**src/rtl/multi_toggle_counter.sv**
```systemverilog
// multi_toggle_counter: per-channel debounced toggle switch driving an up/down
// counter, all channels paced by one internal prescaler tick.
// Optional build macro MULTI_TOGGLE_COUNTER_SATURATE_EN: counters saturate and
// ovf becomes a sticky level; without it counters wrap and ovf is a 1-cycle pulse.
module multi_toggle_counter #(
    parameter int CHANNELS    = 4,
    parameter int CNT_W       = 8,
    parameter int RATIO       = 10,
    parameter int DEB_SAMPLES = 3
) (
    input  logic                      clk,
    input  logic                      rst,
    input  logic [CHANNELS-1:0]       sw,
    input  logic [CHANNELS-1:0]       dir,
    input  logic [CHANNELS-1:0]       clr,
    output logic                      tick,
    output logic [CHANNELS-1:0]       run,
    output logic [CHANNELS*CNT_W-1:0] cnt,
    output logic [CHANNELS-1:0]       ovf
);

    localparam int PS_W = $clog2(RATIO);

    logic [PS_W-1:0]          ps_cnt;
    logic [DEB_SAMPLES-2:0]   hist  [CHANNELS];
    logic [DEB_SAMPLES-1:0]   win   [CHANNELS];
    logic [CHANNELS-1:0]      deb;
    logic [CHANNELS-1:0]      deb_q;
    logic [CHANNELS-1:0]      press;
    logic [CNT_W-1:0]         cnt_r [CHANNELS];

    // Prescaler: free-running 0..RATIO-1, registered one-cycle tick on wrap
    always_ff @(posedge clk) begin
        if (rst) begin
            ps_cnt <= '0;
            tick   <= 1'b0;
        end else begin
            tick   <= (ps_cnt == PS_W'(RATIO - 1));
            ps_cnt <= (ps_cnt == PS_W'(RATIO - 1)) ? '0 : ps_cnt + PS_W'(1);
        end
    end

    // Sample window per channel: stored history plus the live switch value
    always_comb begin
        win = '{default: '0};
        for (int unsigned i = 0; i < CHANNELS; i++) begin
            win[i] = {hist[i], sw[i]};
        end
    end

    // Debounce on tick cycles and keep a one-cycle-delayed copy for edge detect
    always_ff @(posedge clk) begin
        if (rst) begin
            hist  <= '{default: '0};
            deb   <= '0;
            deb_q <= '0;
        end else begin
            deb_q <= deb;
            for (int unsigned i = 0; i < CHANNELS; i++) begin
                if (tick) begin
                    hist[i] <= win[i][DEB_SAMPLES-2:0];
                    if (&win[i]) begin
                        deb[i] <= 1'b1;
                    end else if (~|win[i]) begin
                        deb[i] <= 1'b0;
                    end
                end
            end
        end
    end

    assign press = deb & ~deb_q;

    // Run toggle and counter per channel; clr overrides both press and count
    always_ff @(posedge clk) begin
        if (rst) begin
            run   <= '0;
            ovf   <= '0;
            cnt_r <= '{default: '0};
        end else begin
            for (int unsigned i = 0; i < CHANNELS; i++) begin
                if (clr[i]) begin
                    run[i]   <= 1'b0;
                    ovf[i]   <= 1'b0;
                    cnt_r[i] <= '0;
                end else begin
                    if (press[i]) begin
                        run[i] <= ~run[i];
                    end
`ifdef MULTI_TOGGLE_COUNTER_SATURATE_EN
                    if (tick && run[i]) begin
                        if (dir[i]) begin
                            if (cnt_r[i] == '0) begin
                                ovf[i] <= 1'b1;
                            end else begin
                                cnt_r[i] <= cnt_r[i] - CNT_W'(1);
                                ovf[i]   <= 1'b0;
                            end
                        end else begin
                            if (cnt_r[i] == '1) begin
                                ovf[i] <= 1'b1;
                            end else begin
                                cnt_r[i] <= cnt_r[i] + CNT_W'(1);
                                ovf[i]   <= 1'b0;
                            end
                        end
                    end
`else
                    ovf[i] <= 1'b0;
                    if (tick && run[i]) begin
                        if (dir[i]) begin
                            cnt_r[i] <= cnt_r[i] - CNT_W'(1);
                            ovf[i]   <= (cnt_r[i] == '0);
                        end else begin
                            cnt_r[i] <= cnt_r[i] + CNT_W'(1);
                            ovf[i]   <= (cnt_r[i] == '1);
                        end
                    end
`endif
                end
            end
        end
    end

    // Pack per-channel counters onto the flat output bus
    always_comb begin
        cnt = '0;
        for (int unsigned i = 0; i < CHANNELS; i++) begin
            cnt[i*CNT_W +: CNT_W] = cnt_r[i];
        end
    end

endmodule

```
**config.mk**
```make
export PLATFORM = sky130hd
export DESIGN_NAME = multi_toggle_counter
export DESIGN_NICKNAME = d
export VERILOG_FILES = /design/src/rtl/multi_toggle_counter.sv
export SDC_FILE = /design/constraint.sdc
export NUM_CORES = 1
export LEC_CHECK = 0
export ABC_AREA = 1
export BUFFER_PORTS_ARGS = -buffer_cell sky130_fd_sc_hd__buf_4
export CORE_MARGIN = 4
export CORE_UTILIZATION = 46
export DETAILED_ROUTE_END_ITERATION = 8
export GPL_TIMING_DRIVEN = 0
export PLACE_DENSITY = 0.67
export SYNTH_ARGS = -nofsm -noshare
export SYNTH_HDL_FRONTEND = slang
export SYNTH_SLANG_ARGS = --single-unit
export TNS_END_PERCENT = 100
```
**constraint.sdc**
```tcl
create_clock -name clk -period 1.5 [get_ports clk]
set_input_delay 0.075 -clock clk [delete_from_list [all_inputs] [get_ports clk]]
set_output_delay 0.075 -clock clk [all_outputs]
set_load 0.05 [all_outputs]
```
* Word level (Yosys, flattened, before mapping) *
Cells that the tools add are included.

operators by class
  equality and inequality tests = 9
  bitwise operators = 10
  mux-type cells = 16
  reduce and logical (&&, ||, !) cells = 29
  add/sub/neg operators = 9

operators by type and width
  operator               count
  $add A8 B1 Y8 const B  4
  $eq A8 B8 Y1 const B   4
  $logic_not A8 Y1       4
  $mux W8                4
  $sub A8 B1 Y8 const B  4
  $reduce_or A3 Y1       8
  $mux W1                12
  $reduce_and A3 Y1      4
  $reduce_or A2 Y1       5
  $ne A2 B2 Y1 const B   4
  $not A1 Y1             8
  $reduce_and A2 Y1      4
  $add A4 B1 Y4 const B  1
  $and A4 B4 Y4          1
  $eq A4 B4 Y1 const B   1
  $logic_and A1 B1 Y1    4
  $not A4 Y4             1

storage, ports and cells
  output and inout port bits = 41
  register bits after elaboration = 61
  input bits = 14

* Logic depth before layout (Yosys ltp) *
  depth after elaboration = 3
  mapped depth = 11

* Least setup slack after synthesis *
OpenSTA, ideal clock, no wires.

  path type = register to register
  from = register cnt_r (netlist bit cnt[16])
  to = register cnt_r (netlist bit cnt[22])
  arrival time = 1,745 ps
  setup time = 109 ps
  path buffers = 0
  data required time = 1,391 ps
  clock period less this slack = 1,854 ps
  path slack = -354 ps
  stages on the path, launching flop included = 11
  path through = dfxtp_1 inv_1 fa_1 inv_1 nand2_1 nand2_1 nand3b_1 nand3_1 nand3_1 nand2_1 inv_1

between the ends
  longest elaborated chain between the ends = 2
  elaborated cells on any way between the ends = 3

RTL lines
  what                                            RTL line  text
  start, declared                                 30        logic [CNT_W-1:0] cnt_r [CHANNELS];
  start signal, assigned by index                 112       cnt_r[i] <= cnt_r[i] - CNT_W'(1);
  start signal, assigned by index                 115       cnt_r[i] <= cnt_r[i] + CNT_W'(1);
  $add A8 B1 Y8 or $sub A8 B1 Y8 (tied branches)  115, 112
  $mux W8 (*)                                     111       if (dir[i]) begin

Every way passes the cells marked *; elsewhere a longest branch is shown, timed or not.
A chain may end at the register's enable or synchronous reset.

* Worst setup path after layout *
  from = register cnt_r (netlist bit cnt[1])
  to = register cnt_r (netlist bit cnt[6])

The elaborated chain is that of the path after synthesis.

==> metrics.yaml <==
cap_violations: 0
setup_violations: 0
num_rows: 32
die_w_microns: 98.09
whs_ns: 0.01325
hold_path.class: "in2reg"
p_comb_share_pct: 7.2
synth_compound_area_share_pct: 13.17
grt_max_degree: 11
crit_arrival_ns: 1.69
ir_drop_uv: 440.5
stdcell_count: 730
p_int_mw: 2.810
grt_pass1_wl_microns: 14220
synth_fa_ha_area_share_pct: 10.86
numCtsBuffers: 9
period_needed_ns: 1.452
synth.distinct_cells: 32
wirelength_microns: 8733
globalplace.congestion: 0.8527
path_clk_slew_ns: 0.07
powerDensity_nw_per_um2: 752.8
timing.rr.start: "cnt[1]"
clock-sinks: 61
antenna_found_initial: 0
cts.path.max_buffers: 2
postRouteAntennaNets: 0
worstHoldStart: "clr[1]"
r2r_slack_ns: 0.05
grt_pass1_vias: 3284
worstRegToRegCells: 10
cts.htree.levels: 3
required_ns: 1.74
syn_inst: 551
muxShareOfSynthArea_pct: 0
die_h_microns: 98.09
tightest_slew_ns: 0.5979
drc: 0
slew_violations: 0
timing.final.crit_share_pct: 96.82
dp.cells: 707
portBuffers: 54
synth.avg_cell_area_sq_um: 6.776
status: "complete, no violations"
io_pins: 55
slowest_delay_ns: 0.37
layout_commonest_cell: "nand2_1"
grtUsageTotal_pct: 17.87
num_vias: 3631
synth_nets: 595
die_area_sq_um: 9622
power_frac_seq_pct: 44.7
fin_worst_skew_ns: 0.008009
p_leak_nw: 2.304
synth_edf_count: 0
critical_path_class: "reg2reg"
area_growth_pct: 28.08
placeableCoreArea_sq_um: 7807
critPathMaxFanout: 3
drive_above_1_share_pct: 24.36
endpoint_kind: "flip-flop"
fin_util_pct: 61.25
layout.nets: 667
path_buf_inv: 3
fmax_ghz: 0.6886
rsz0062_at_grt: "yes"
worstPathCellList: "inv_4, fa_2, inv_2, nand2_2, nand2_2, nand3b_1, nand3_1, nand3_1, nand2_1, inv_1"
synthArstFlopShare_pct: 0
power_mw: 3.600
swShare_pct: 21.94
slew_headroom_pct: 60.00
p_clk_share_pct: 48.1
synth_top_family_by_area: "simple AND/OR/NAND/NOR gates"
diodes: 0
post_synth_and_or_nand_nor_area_fraction_pct: 30.70
tritoncts: "done"
hold_end: "run[1]"
ys_seq_area_share_pct: 32.71
syn_area_sq_um: 3734
ys_ff_latch: 61
hold_violations: 0
start_kind: "flip-flop"
crit_family: "simple AND/OR/NAND/NOR gates"
synthXorXnorAreaFrac_pct: 1.173
root_buffer: "clkbuf_8"
cp_slowest_cell: "dfxtp_4"
first_iter_violations: 76
p_sw_mw: 0.7897
ys.flop_type: "dfxtp_1"
n_fill_cell: 720
dp_hpwl_microns: 6490
viasPerCell: 4.974
start_util_pct: 47.82
r2r-end: "cnt[6]"
layout_common_cells: "113 x nand2_1, 87 x inv_1, 64 x buf_4"
firstDrtPassIters: 4
clk_latency_ns: 0.34
hold_depth: 4
grt-ovfl-total: 0
yosysWarnings: 0
wire_per_inst_microns: 11.96
[worst min-delay path, cell delays in order]
cell and delay [ns]:
buf_4 0.09, nor2_4 0.05, nand2_1 0.06, nor2_1 0.03
[registers in the layout, summed over array words and instances (netlist names)]
signal and count:
ps_cnt 4, cnt 32, hist 8, ovf 4, run 4, deb_q 4, tick 1, deb 4
[worst max-delay path by stage]
stage                     startpoint      end  slack (ns)  cells after the start
after CTS                     cnt[3]   cnt[6]        0.01                      8
final                         cnt[1]   cnt[6]        0.05                     10
after detailed placement     cnt[16]  cnt[22]       -0.02                     10
after global routing          cnt[1]   cnt[6]       -0.04                     10
after global placement       cnt[16]  cnt[22]       -0.01                     10
after floorplan              cnt[17]  cnt[22]       -0.08                     10
[timing repair]
action / CTS / global route
pin swaps: 0 / 13
hold buffers: 0 / 0
cloned: 0 / 0
endpoints found under the setup margin: 2 / 12
resized for setup: 2 / 31
setup buffers: 0 / 7
[final cells by class]
class | instances | area, sq um | share of cell area [%]
clock inverter | 5 | 98.84 | 2.067
timing repair buffer | 61 | 457.9 | 9.576
inverter | 99 | 380.4 | 7.954
tap | 102 | 127.6 | 2.669
clock buffer | 11 | 131.4 | 2.747
buffer | 6 | 50.05 | 1.047
multi-input combinational | 385 | 2248 | 47.02
sequential | 61 | 1287 | 26.92
[routing by layer]
layer | vias to the layer above | part of all wire, % | global-route usage (%)
li1 | 1921 | - | -
met2 | 59 | 48 | 30.21
met4 | 0 | 2.0 | 7.774
met3 | 16 | 3.5 | 4.214
met5 | - | 0 | 0
met1 | 1635 | 47 | 21.63
[power by group through the flow]
stage	Combinational (mW)	Sequential (mW)	Clock [mW]
5_1_grt	0.292	1.61	1.84
3_5_place_dp	0.232	1.65	0
3_3_place_gp	0.225	1.65	0
2_1_floorplan	0.153	1.65	0
4_1_cts	0.235	1.61	1.77
6_report	0.260	1.61	1.73
[stage by stage]
step	worst slack, ns	area [sq um]	setup TNS, ns
2_1_floorplan	-0.07794	3802	-0.07794
3_3_place_gp	-0.01285	4335	-0.01285
3_5_place_dp	-0.02436	4335	-0.02436
4_1_cts	0.01443	4581	0
5_1_grt	-0.04386	4782	-0.04957
6_report	0.04768	4782	0
[cells by family after synthesis]
group,after synthesis
buffers and inverters,105
XOR/XNOR,5
flip-flops,61
adder cells (fa/ha/maj),30
AO/OA/AOI/OAI,92
AND/OR/NAND/NOR,258
[cell usage after synthesis, types with 3 or more instances]
master	instances	area share [%]
nand2_1	120	12
inv_1	95	9.6
dfxtp_1	61	33
nand3_1	53	7.1
a21oi_1	48	6.4
nor2_1	48	4.8
ha_1	26	8.7
o21ai_0	26	3.5
nand3b_1	8	1.6
a21o_1	7	1.4
nor3_1	7	0.94
or2_1	7	1.2
o21ai_1	6	0.80
nand4_1	5	0.84
or2_2	5	0.84
fa_1	4	2.1
buf_4	3	0.60
o22ai_1	3	0.50
xor2_1	3	0.70
Note: power is estimated with default switching activity, not from simulation.
